## src/rtl/onchip_ram_arbiter_pkg.sv

```systemverilog
// Shared types and default sizes for the two-port on-chip RAM arbiter.
package onchip_ram_arbiter_pkg;

   localparam int DEF_ADDR_W  = 8;
   localparam int DEF_DATA_W  = 16;
   localparam int DEF_RAM_LAT = 1;

   // Controller modes: sweeping the RAM to the fill value, or serving requesters.
   typedef enum logic {
      ST_INIT = 1'b0,
      ST_RUN  = 1'b1
   } state_e;

   // Read-return tag travelling alongside the RAM read latency.
   typedef struct packed {
      logic valid;
      logic port;
   } tag_t;

endpackage

```

## src/rtl/onchip_ram_arbiter_rr_arbiter2.sv

```systemverilog
// Two-input round-robin grant. On a tie, the port not granted last wins.
// A grant only happens while enabled, and a grant is always a handshake
// (ready == grant), so the last-grant pointer moves on every grant.
module rr_arbiter2 (
   input  logic       clk_i,
   input  logic       rst_ni,
   input  logic       en_i,
   input  logic [1:0] req_i,
   output logic [1:0] grant_o
);

   logic last_q;
   logic last_d;

   // Grant: a lone requester wins; a tie goes to the port not granted last.
   always_comb begin
      grant_o = 2'b00;
      if (en_i) begin
         if (req_i == 2'b11) begin
            grant_o = last_q ? 2'b01 : 2'b10;
         end else begin
            grant_o = req_i;
         end
      end
   end

   // Pointer follows whichever port was just granted.
   always_comb begin
      last_d = last_q;
      if (grant_o[0]) begin
         last_d = 1'b0;
      end else if (grant_o[1]) begin
         last_d = 1'b1;
      end
   end

   // Pointer starts at port 1 so port 0 takes the first tie.
   always_ff @(posedge clk_i or negedge rst_ni) begin
      if (!rst_ni) begin
         last_q <= 1'b1;
      end else begin
         last_q <= last_d;
      end
   end

endmodule

```

## src/rtl/onchip_ram_arbiter.sv

```systemverilog
// Shares one single-port RAM between two requesters. Sweeps the RAM to
// INIT_VAL after reset or i_clear, then serves round-robin requests and
// returns read data tagged with the requesting port.
module onchip_ram_arbiter
   import onchip_ram_arbiter_pkg::*;
#(
   parameter int                ADDR_W   = DEF_ADDR_W,
   parameter int                DATA_W   = DEF_DATA_W,
   parameter int                RAM_LAT  = DEF_RAM_LAT,
   parameter logic [DATA_W-1:0] INIT_VAL = '0
) (
   input  logic              i_sys_clk,
   input  logic              i_rst_n,
   input  logic              i_clear,
   output logic              o_init_done,
   input  logic              i_req0_valid,
   input  logic              i_req0_we,
   input  logic [ADDR_W-1:0] i_req0_addr,
   input  logic [DATA_W-1:0] i_req0_wdata,
   output logic              o_req0_ready,
   output logic              o_req0_rvalid,
   output logic [DATA_W-1:0] o_req0_rdata,
   input  logic              i_req1_valid,
   input  logic              i_req1_we,
   input  logic [ADDR_W-1:0] i_req1_addr,
   input  logic [DATA_W-1:0] i_req1_wdata,
   output logic              o_req1_ready,
   output logic              o_req1_rvalid,
   output logic [DATA_W-1:0] o_req1_rdata,
   output logic              o_ram_en,
   output logic              o_ram_we,
   output logic [ADDR_W-1:0] o_ram_addr,
   output logic [DATA_W-1:0] o_ram_din,
   input  logic [DATA_W-1:0] i_ram_dout
);

   localparam logic [ADDR_W-1:0] LAST_ADDR = '1;

   state_e            state_q, state_d;
   logic [ADDR_W-1:0] cnt_q, cnt_d;
   logic [1:0]        grant;
   logic              sel_we;
   logic [ADDR_W-1:0] sel_addr;
   logic [DATA_W-1:0] sel_wdata;
   tag_t              push_tag;
   tag_t              tag_q [RAM_LAT];

   rr_arbiter2 u_rr (
      .clk_i   (i_sys_clk),
      .rst_ni  (i_rst_n),
      .en_i    (state_q == ST_RUN),
      .req_i   ({i_req1_valid, i_req0_valid}),
      .grant_o (grant)
   );

   assign o_req0_ready = grant[0];
   assign o_req1_ready = grant[1];

   // Both ports see the raw RAM output; rvalid says whose it is.
   assign o_req0_rdata = i_ram_dout;
   assign o_req1_rdata = i_ram_dout;

   // Granted port's request fields (port 0 when nobody is granted).
   assign sel_we    = grant[1] ? i_req1_we    : i_req0_we;
   assign sel_addr  = grant[1] ? i_req1_addr  : i_req0_addr;
   assign sel_wdata = grant[1] ? i_req1_wdata : i_req0_wdata;

   // State register: mode and sweep address.
   always_ff @(posedge i_sys_clk or negedge i_rst_n) begin
      if (!i_rst_n) begin
         state_q <= ST_INIT;
         cnt_q   <= '0;
      end else begin
         state_q <= state_d;
         cnt_q   <= cnt_d;
      end
   end

   // Next state: sweep every address once, i_clear always restarts the sweep.
   always_comb begin
      state_d = state_q;
      cnt_d   = cnt_q;
      case (state_q)
         ST_INIT: begin
            if (i_clear) begin
               cnt_d = '0;
            end else if (cnt_q == LAST_ADDR) begin
               state_d = ST_RUN;
               cnt_d   = '0;
            end else begin
               cnt_d = cnt_q + ADDR_W'(1);
            end
         end
         ST_RUN: begin
            if (i_clear) begin
               state_d = ST_INIT;
               cnt_d   = '0;
            end
         end
         default: begin
            state_d = ST_INIT;
            cnt_d   = '0;
         end
      endcase
   end

   // Outputs: sweep writes in INIT, granted request passes straight through in RUN.
   // The sweep is held off while reset is asserted so the RAM pins read idle.
   always_comb begin
      o_init_done = 1'b0;
      o_ram_en    = 1'b0;
      o_ram_we    = 1'b0;
      o_ram_addr  = cnt_q;
      o_ram_din   = '0;
      case (state_q)
         ST_INIT: begin
            o_ram_en  = i_rst_n;
            o_ram_we  = i_rst_n;
            o_ram_din = i_rst_n ? INIT_VAL : '0;
         end
         ST_RUN: begin
            o_init_done = 1'b1;
            o_ram_en    = |grant;
            o_ram_we    = (|grant) && sel_we;
            o_ram_addr  = sel_addr;
            o_ram_din   = sel_wdata;
         end
         default: ;
      endcase
   end

   // A read handshake launches a tag naming the port that gets the data.
   always_comb begin
      push_tag       = '0;
      push_tag.valid = (|grant) && !sel_we;
      push_tag.port  = grant[1];
   end

   // Tag pipe matches the RAM read latency; keeps shifting through INIT.
   for (genvar gi = 0; gi < RAM_LAT; gi++) begin : g_tag
      if (gi == 0) begin : g_head
         // First stage captures the tag of this cycle's handshake.
         always_ff @(posedge i_sys_clk or negedge i_rst_n) begin
            if (!i_rst_n) begin
               tag_q[gi] <= '0;
            end else begin
               tag_q[gi] <= push_tag;
            end
         end
      end else begin : g_shift
         // Later stages just delay the tag by one more cycle.
         always_ff @(posedge i_sys_clk or negedge i_rst_n) begin
            if (!i_rst_n) begin
               tag_q[gi] <= '0;
            end else begin
               tag_q[gi] <= tag_q[gi-1];
            end
         end
      end
   end

   assign o_req0_rvalid = tag_q[RAM_LAT-1].valid && !tag_q[RAM_LAT-1].port;
   assign o_req1_rvalid = tag_q[RAM_LAT-1].valid &&  tag_q[RAM_LAT-1].port;

endmodule

```

## config.mk

```make
export PLATFORM = sky130hd
export DESIGN_NAME = onchip_ram_arbiter
export DESIGN_NICKNAME = d
export VERILOG_FILES = /design/src/rtl/onchip_ram_arbiter_pkg.sv /design/src/rtl/onchip_ram_arbiter_rr_arbiter2.sv /design/src/rtl/onchip_ram_arbiter.sv
export SDC_FILE = /design/constraint.sdc
export NUM_CORES = 1
export LEC_CHECK = 0
export BUFFER_PORTS_ARGS = -buffer_cell sky130_fd_sc_hd__buf_2
export CAP_MARGIN = 20
export CORE_MARGIN = 5
export CORE_UTILIZATION = 30
export DETAILED_ROUTE_END_ITERATION = 7
export GPL_TIMING_DRIVEN = 1
export PLACE_DENSITY = 0.71
export SLEW_MARGIN = 20
export SYNTH_ARGS = -nofsm -noshare
export SYNTH_HDL_FRONTEND = slang
export SYNTH_SLANG_ARGS = --single-unit
export TNS_END_PERCENT = 10
```

## constraint.sdc

```tcl
create_clock -name i_sys_clk -period 1.9 [get_ports i_sys_clk]
set_input_delay 0 -clock i_sys_clk [delete_from_list [all_inputs] [get_ports i_sys_clk]]
set_output_delay 0 -clock i_sys_clk [all_outputs]
set_load 0.01 [all_outputs]
```

; ---- Yosys cells after proc, flatten, opt, wreduce, memory -nomap -nowiden
; Index checks and enable logic that the tools add are counted.
[word_totals]
out_inout_bits = 63
register_bits = 12
[classes]
n_addsub = 1
n_reduce_logical = 8
muxes = 21
eq_ne = 3
n_bitwise = 1
[op_table]
columns = operator, count
row1 = 8-bit two-way mux, 5
row2 = 16-bit one-hot mux with 2 select lines, 1
row3 = 16-bit two-way mux, 1
row4 = 8-bit one-hot mux with 2 select lines, 1
row5 = 8-bit by 1-bit adder with 8-bit output (second input constant), 1
row6 = 8-bit equality test (second input constant), 1
row7 = 1-bit two-way mux, 7
row8 = 2-bit two-way mux, 3
row9 = 1-bit one-hot mux with 2 select lines, 3
row10 = 1-bit logical AND, 4
row11 = 2-bit equality test (second input constant), 1
row12 = 1-bit zero test, 2
row13 = 2-bit inequality test (second input constant), 1
row14 = 2-bit nonzero test, 1
row15 = 2-bit OR reduction, 1
row16 = 1-bit NOT, 1

; ---- Logic depth before layout (Yosys ltp)
; Gate-level depths: netlist of the first run.
[logic_depth]
ltp_word = 6
mapped_depth = 8

; ---- Hierarchy
; Synthesis of the first run repeated with hierarchy kept, for this count alone.
[unflattened]
cells_unflattened = 164
hier_area_um2 = 1328.8
[modules_own_cells]
columns = module, instances, seq_area_each_um2, cells_per_inst, area_each_um2
row1 = onchip_ram_arbiter, 1, 275.3, 156, 1266.2
row2 = rr_arbiter2, 1, 26.3, 8, 62.6

; ---- Worst setup path after synthesis of the first run
; Ideal clock, no wire load.
[synth_path]
path_kind = reg-to-reg
from = register state_q
to = register cnt_q[7]
slack_ns = 0.503
arrival_ns = 1.319
setup_ns = 0.078
required_time_ns = 1.822
n_path_buf = 1
synth_period_minus_slack_ns = 1.397
path_stages_with_launch = 5
cell_sequence = dfrtp_1 > buf_4 > nand2b_1 > or4_1 > a21oi_1
[synth_between]
elab_chain_cells = 2
[synth_rtl]
columns = item, line_no
row1 = from (decl), onchip_ram_arbiter.sv:39  ; state_e state_q, state_d;
row2 = from (signal assigned), onchip_ram_arbiter.sv:74  ; state_q <= state_d;
row3 = 1-bit NOT, onchip_ram_arbiter.sv:83  ; case (state_q)
row4 = 8-bit one-hot mux with 2 select lines, onchip_ram_arbiter.sv:83
row5 = to (signal assigned), onchip_ram_arbiter.sv:75  ; cnt_q <= cnt_d;
row6 = to (decl), onchip_ram_arbiter.sv:40  ; logic [ADDR_W-1:0] cnt_q, cnt_d;
; Several ways; a longest one is shown, not always the timed one.
; A chain may end at the register's enable or synchronous reset.

; ---- Worst setup path in the final report of the first run
[layout_path]
from = register state_q
to = output port o_ram_we
[layout_between]
elab_chain_cells = 4
[layout_rtl]
columns = item, line_no
row1 = 2-bit two-way mux, onchip_ram_arbiter_rr_arbiter2.sv:18  ; if (en_i) begin
row2 = 2-bit OR reduction or 1-bit two-way mux (tied branches), "onchip_ram_arbiter.sv:124, onchip_ram_arbiter.sv:64"
row3 = 1-bit logical AND, onchip_ram_arbiter.sv:124  ; o_ram_we = (|grant) && sel_we;
row4 = 1-bit one-hot mux with 2 select lines *, onchip_ram_arbiter.sv:115  ; case (state_q)
row5 = to (decl), onchip_ram_arbiter.sv:31  ; output logic o_ram_we,
; Mark *: on every way between the ends. The rest lies on a longest branch, timed or not.

==> reports/summary.md, run 1 <==
The flow ran to the end, and the final reports show no timing, DRC or antenna violations. The number of port buffers came out at 85. The routed wirelength normalized by instance count works out to 12.2 um. The commonest cells after synthesis are 55 x sky130_fd_sc_hd__nand2_1, 33 x sky130_fd_sc_hd__buf_4, 21 x sky130_fd_sc_hd__nand3_1, 15 x sky130_fd_sc_hd__nor2_1, 11 x sky130_fd_sc_hd__dfrtp_1.

Of the cells placed in the final design, the portion with a size suffix greater than 1 is 40.3%. The number of setup violations in the final report was 0. The mean instance size in the synthesized netlist was 6.73 um^2.

The count of state elements after synthesis was 12; the width of the die was 74.9 um. In the routed design, unresolved DRC markers number 0. TritonCTS built the clock tree. The count of distinct cell types in the synthesized netlist is 32.

The area growth from synthesis to layout is 21.9%. Setup repair after global routing left no endpoint under its margin. Wires add up to 3510 um. For the area of the core, the log shows 0.00406 mm^2.

The run gives 0 as the synthesis warning total. The clock-pin slew on the worst setup and hold paths is 0.05 ns, and the endpoint arrival time on the critical path is 1.66 ns. Headroom to the max-slew limit came out at 81.0%.

At the pin with the least slew margin, the transition time is 0.284 ns. For this design the static power due to leakage is 0.904 nW. Most common cell in the synthesized netlist: sky130_fd_sc_hd__nand2_1. The number of buffers inserted during clock tree synthesis was 3. The tools report the vias after detailed routing as 1321. The run gives 1267 as the number of global-route vias before repair. The tools report the worst-case vdd ir drop as 256 uV. Of all nets on the critical path, the largest fanout is 27. The logs give 4 for the first-pass iteration count of the detailed router and 2 for the number of buffers between clock root and the deepest sink. The run gives 12.0% as the total track usage. The number of nets in the layout was 311. The cell sitting at the root of the clock tree is a sky130_fd_sc_hd__clkbuf_8. Summed over its instances, the top area cell type makes up 21.8% of the synthesized netlist area.

Critical path launch point type: a register. The run gives 0 as the residual antenna-violating net count after detailed routing. Synthesis produced a netlist with a net count of 260.

The post-route fraction of the period consumed by the critical path works out to 87.5%. The critical path endpoint category was an output pin. The top-level I/O count was 134; the post-synthesis async set-or-reset flop share was 100%. The detailed router's first-iteration violation count is 40.

CTS saw 12 sinks. Post-CTS repair changed the size of 0 cells. Global placement routability congestion: 0.829. For this run, the leading register cell type out of synthesis is sky130_fd_sc_hd__dfrtp_1. The path class of the tightest hold or removal check is primary input to output pin.

Max-cap violations in this run came to 0. Of the synthesized area, sequential elements account for 23.8%. The tools report the overall power after layout as 660 uW. Row generation in the floorplan step produced 23 rows. Clock skew: 0.00246 ns. The number of antenna diodes in the final layout is 0. The number of antenna violations at the first check in global routing is 0, and the global-route wire length before repair is 5220 um. At the worst endpoint, the required time is 1.90 ns. Counting flops with a built-in enable in the synthesized netlist gives 0. The total negative slack for setup checks is 0 ns. Entering global routing, the biggest net connects 30 pins.

The tightest hold path in the finished design has a slack of 0.00000608 ns. For the worst-skew pair, the clock arrives at the later sink with an insertion delay of 0.24 ns. After detailed routing, the number of vias per cell comes to 4.59. The starting utilization of the core area came out at 31.2%. The sum of net half-perimeters after detailed placement was 2810 um; the synthesized cell area was 0.00126 mm^2. Counting every instance in the synthesized netlist gives 188. Library cell with the largest summed area after synthesis: sky130_fd_sc_hd__dfrtp_1. Level count of the clock H-tree: 1. The total count of hold-check failures in the final report is 0, and the die footprint is 0.00562 mm^2. The start-to-end type of the worst setup path is register to output pin.

The residual overflow from global routing was 0. In the post-synthesis netlist, the biggest area contributors are sky130_fd_sc_hd__dfrtp_1 22%, sky130_fd_sc_hd__buf_4 20%, sky130_fd_sc_hd__nand2_1 16%. Cells fill 38.0% of the core in the end. Dividing total power by cell area gives a power density of 428 mW/mm^2.

For the number of max-slew violations in the final report, the log shows 0. The clock period could shrink to 1.66 ns. For this run, the top clock speed supported by timing is 0.601 GHz. Height of the chip: 74.9 um.
-- power breakdown --
part           internal [mW]  switching [mW]  leakage [nW]
clock                  0.183          0.0926        0.0288
sequential             0.266          0.0125         0.162
combinational         0.0600          0.0459         0.714
-- worst max-delay path, cell delays in order, from the launching register on --
cell and delay, ns:
sky130_fd_sc_hd__dfrtp_1 0.38, sky130_fd_sc_hd__nand2_1 0.08, sky130_fd_sc_hd__a21o_1 0.19, sky130_fd_sc_hd__inv_4 0.22, sky130_fd_sc_hd__mux2i_1 0.28, sky130_fd_sc_hd__o21ai_0 0.12, sky130_fd_sc_hd__buf_2 0.15
-- flip-flops by register name, summed over array words and instances, names as in the netlist --
signal       count
cnt_q            8
tag_q            2
state_q          1
u_rr.last_q      1
-- metal layers --
metal  GRT usage [%]  part of all wire, %  vias to the layer above
li1                -                    -                      691
met1            12.5                   36                      549
met2            21.1                   46                       72
met3            3.87                   15                        9
met4            6.92                  3.2                        0
met5               0                    0                        -
-- worst paths after layout --
kind	startpoint	end	slack, ns	depth (start not counted)
max in group asynchronous	i_rst_n	u_rr.last_q$_DFFE_PN1P_	1.45	2
hold / removal	i_ram_dout[6]	o_req1_rdata[6]	0.000006	0
hold reg to reg	u_rr.last_q$_DFFE_PN1P_	u_rr.last_q$_DFFE_PN1P_	0.52	2
min in group asynchronous	i_rst_n	tag_q[1]$_DFF_PN0_	0.17	2
setup reg to reg	state_q$_DFF_PN0_	tag_q[1]$_DFF_PN0_	0.52	5
setup / recovery	state_q$_DFF_PN0_	o_ram_we	0.24	6
-- cell families after synthesis --
| kind of cell | share of synthesized area (%) |
|---|---|
| and+or+nand+nor | 35.9 |
| muxes | 1.58 |
| xor gates and xnor gates | 2.08 |
| AOI/OAI and AO/OA | 11.2 |
| buffers and inverters | 24.4 |
| adders and majority gates | 0.989 |
| DFF | 23.8 |
-- what timing repair did --
action,4_1_cts,5_1_grt
endpoints found under the hold margin,12,0
hold buffers,1,0
buffers inserted,0,0
-- cells in the final DEF (no fill, tap or decap), types with 2 or more instances in the layout --
cell type,netlist,routed
sky130_fd_sc_hd__a21oi_1,7,7
sky130_fd_sc_hd__a31oi_1,8,8
sky130_fd_sc_hd__buf_2,5,85
sky130_fd_sc_hd__buf_4,33,3
sky130_fd_sc_hd__clkbuf_8,0,4
sky130_fd_sc_hd__dfrtp_1,11,11
sky130_fd_sc_hd__mux2i_1,2,2
sky130_fd_sc_hd__nand2_1,55,55
sky130_fd_sc_hd__nand2b_1,2,2
sky130_fd_sc_hd__nand3_1,21,21
sky130_fd_sc_hd__nor2_1,15,15
sky130_fd_sc_hd__nor2b_1,3,3
sky130_fd_sc_hd__o21ai_0,3,3
sky130_fd_sc_hd__xnor2_1,2,2
-- per-stage QoR --
step	cell area, um^2	setup slack [ns]	instances
floorplan	1260	0.503	188
global placement	1480	0.512	283
detailed placement	1480	0.471	283
CTS	1540	0.206	288
global route	1540	0.0724	288
finish	1540	0.237	288
-- final cells by class --
cell class,count,area (um^2)
fillers,425,2520
multi-input cells,131,654
repair buffers,89,458
flip-flops and latches,12,302
well taps,50,62.6
clock buffers,4,55.1
inverters,2,10.0
No activity file was read; power rests on OpenSTA's default activity.
==> inputs of run 2 (changes only) <==
--- a/config.mk
+++ b/config.mk
@@ -12,6 +12,7 @@
 export DETAILED_ROUTE_END_ITERATION = 7
 export GPL_TIMING_DRIVEN = 1
 export PLACE_DENSITY = 0.71
+export SETUP_SLACK_MARGIN = 0.3
 export SLEW_MARGIN = 20
 export SYNTH_ARGS = -nofsm -noshare
 export SYNTH_HDL_FRONTEND = slang
==> run 2 against run 1 <==
Effect of this change: routed wire length is 12% higher; critical path type unchanged; largest power group unchanged; register-to-register slack got worse by 0.10 ns; cell count grew 3.1%; clock power barely moved; critical path depth fell by 1; power rose by 0.27%; sequential share of layout area down 1.5 points; clock skew about the same; highest routed layer unchanged.
==> reports/summary.md, run 2 (synthesis gave the netlist of run 1 again) <==
The clock skew is 0.00200 ns. The critical path endpoint category was an output pin. The worst hold-check slack is 0.00000608 ns. The largest incremental delay on the critical path is 0.56 ns. Timing would allow up to 0.651 GHz.

For the die footprint, the log shows 0.00562 mm^2. The total count of hold-check failures in the final report was 0; the detailed router's first-iteration violation count was 59. The critical register-to-register path startpoint was state_q$_DFF_PN0_.

The ratio of cells with drive above 1 in the final layout is 43.3%. The floorplan step set the die height to 74.9 um. Compared with the post-synthesis result, the final layout area differs by 31.8%. Maximum fanout along the worst path: 6.

The critical path launch point type was a register. Number of violations of the max-capacitance limit: 0. In this run the tool buffered the top-level ports with 85 buffer cells.

TritonCTS built the clock tree. For the worst-skew pair, the clock arrives at the later sink with an insertion delay of 0.24 ns. The floorplan has 23 rows. Entering global routing, the biggest net connects 30 pins.

Area of the core: 0.00406 mm^2. Measured along the x axis, the die boundary spans 74.9 um. The run gives 0 as the number of setup violations in the final report. The post-layout minimum cycle time works out to 1.53 ns.

The startpoint identified for the worst hold timing path is i_ram_dout[6]. Most common library cell in the layout ignoring fill and taps: sky130_fd_sc_hd__buf_2. Detailed placement finished with a half-perimeter wire length of 2810 um. The antenna diode instance count came out at 0.

The tools report the number of buffers between clock root and the deepest sink as 2. Setup repair after global routing could not meet its margin everywhere. The number of nets in the layout is 320, and the fill cell total of the finished layout is 418. At the end of routability-driven placement, the weighted congestion stood at 0.829. Cells fill 41.1% of the core in the end. In the layout the commonest cells are 85 x sky130_fd_sc_hd__buf_2, 55 x sky130_fd_sc_hd__nand2_1, 21 x sky130_fd_sc_hd__nand3_1. The largest registers in the layout are cnt_q x8, tag_q x2. Register containing the most flip-flops in the final layout: cnt_q.

The detailed router placed 1405 vias in this run. The number of max-slew violations in the final report is 0. The run gives 4 as the first-pass iteration count of the detailed router. In this run the worst hold path is classified as primary input to output pin. The final critical path takes up 80.8% of the cycle. Level count of the clock H-tree: 1.

VDD sags by at most 255 uV. The critical path starts at u_rr.last_q$_DFFE_PN1P_. The number of global-route vias before repair is 1315, and the clock-pin slew on the worst setup and hold paths is 0.05 ns. The run gives 12.5% as the total track usage. The per-cell via count in the routed design was 4.73. Walking the worst path, the cells encountered are a21o_4 > inv_6 > mux2i_2 > o21ai_0 > buf_2.

The starting utilization of the core area was 31.2%. Power spread over the standard cell area amounts to 397 mW/mm^2. The root buffer cell chosen for the clock tree is sky130_fd_sc_hd__clkbuf_8. In the final timing run, aggregate negative setup slack is 0 ns. The routed design has 3940 um of wire. The endpoint arrival time on the critical path is 1.53 ns. The slowest stage of the critical path is the sky130_fd_sc_hd__dfstp_2 cell. The detail route stage leaves a number of antenna-violating nets equal to 0. The number of antenna violations at the first check in global routing was 0; the routed wirelength normalized by instance count was 13.3 um. The slew at the pin closest to its max-slew limit is 0.293 ns. The number of clock buffers added by TritonCTS is 3. The start-to-end type of the worst setup path was register to output pin.

After detailed routing, the number of remaining DRC violations is 0. The residual overflow from global routing came out at 0. The standby leakage power came out at 0.983 nW. The worst pin sits at a relative slew slack of 80.5%.

Overall power after layout: 662 uW. The flow ran to the end, and the final reports show no timing, DRC or antenna violations. The first global-routing pass estimated 5420 um of wire.

The data required time at the worst endpoint is 1.90 ns. The tree built by TritonCTS fans out to 12 sinks. The top-level I/O count was 134; the number of flip-flops under the largest register name was 8.
==> run 2: cell types whose count changed in the layout (fill, tap and decap cells not counted), sizes merged <==
cell    before  now
buf         88   94
clkbuf       4    6
inv          2    3
==> run 2: final cells by class <==
class	instances	area [um^2]	area share, %
repair buffers	97	566	33.9
clock buffers	4	55.1	3.30
inverters	2	12.5	0.751
multi-input cells	131	666	39.9
flip-flops and latches	12	302	18.1
well taps	50	62.6	3.75
repair inverters	1	3.75	0.225
==> run 2: worst max-delay path: cells and delay by family (launching register included) <==
| kind | cells | cell delay [ns] |
|---|---|---|
| flip-flops | 1 | 0.56 |
| multiplexers | 1 | 0.15 |
| buffers and inverters | 2 | 0.21 |
| AO/OA/AOI/OAI | 2 | 0.37 |
==> run 2: what timing repair did <==
action | CTS | global route
endpoints found under the setup margin | 8 | 12
hold buffers | 1 | 0
gates resized for setup | 5 | 2
pin swaps | 0 | 1
setup buffers | 4 | 2
endpoints found under the hold margin | 12 | 0
cloned | 1 | 2
==> run 2: final timing paths <==
| kind | endpoint | slack, ns | cells after the start |
|---|---|---|---|
| worst min register to register | u_rr.last_q$_DFFE_PN1P_ | 0.53 | 2 |
| worst min-delay path | o_req1_rdata[6] | 0.000006 | 0 |
| worst max register to register | cnt_q[6]$_DFFE_PN0P_ | 0.42 | 6 |
| min in group asynchronous | cnt_q[2]$_DFFE_PN0P_ | 0.18 | 2 |
| max in group asynchronous | u_rr.last_q$_DFFE_PN1P_ | 1.45 | 2 |
| worst max-delay path | o_ram_we | 0.37 | 5 |
==> run 2: per-stage QoR <==
stage / setup WS [ns] / std cells / instance area, um^2
4_1_cts: 0.295 / 293 / 1590
5_1_grt: 0.256 / 297 / 1670
3_5_place_dp: 0.471 / 283 / 1480
6_report: 0.365 / 297 / 1670
3_3_place_gp: 0.512 / 283 / 1480
2_1_floorplan: 0.503 / 188 / 1260
==> run 2: layer usage <==
metal,routed length (um),up-vias,share of wire [%],global-route usage (%)
met4,132,0,3.4,7.31
li1,-,710,-,-
met3,522,11,13,4.01
met5,0,-,0,0
met1,1490,605,38,13.3
met2,1790,79,45,21.5
==> run 2: report_power, final <==
group          internal [mW]  switching (mW)  total, mW
Combinational         0.0606          0.0473      0.108
Clock                  0.183          0.0916      0.274
Sequential             0.266          0.0133      0.279
Total                  0.509           0.152      0.662
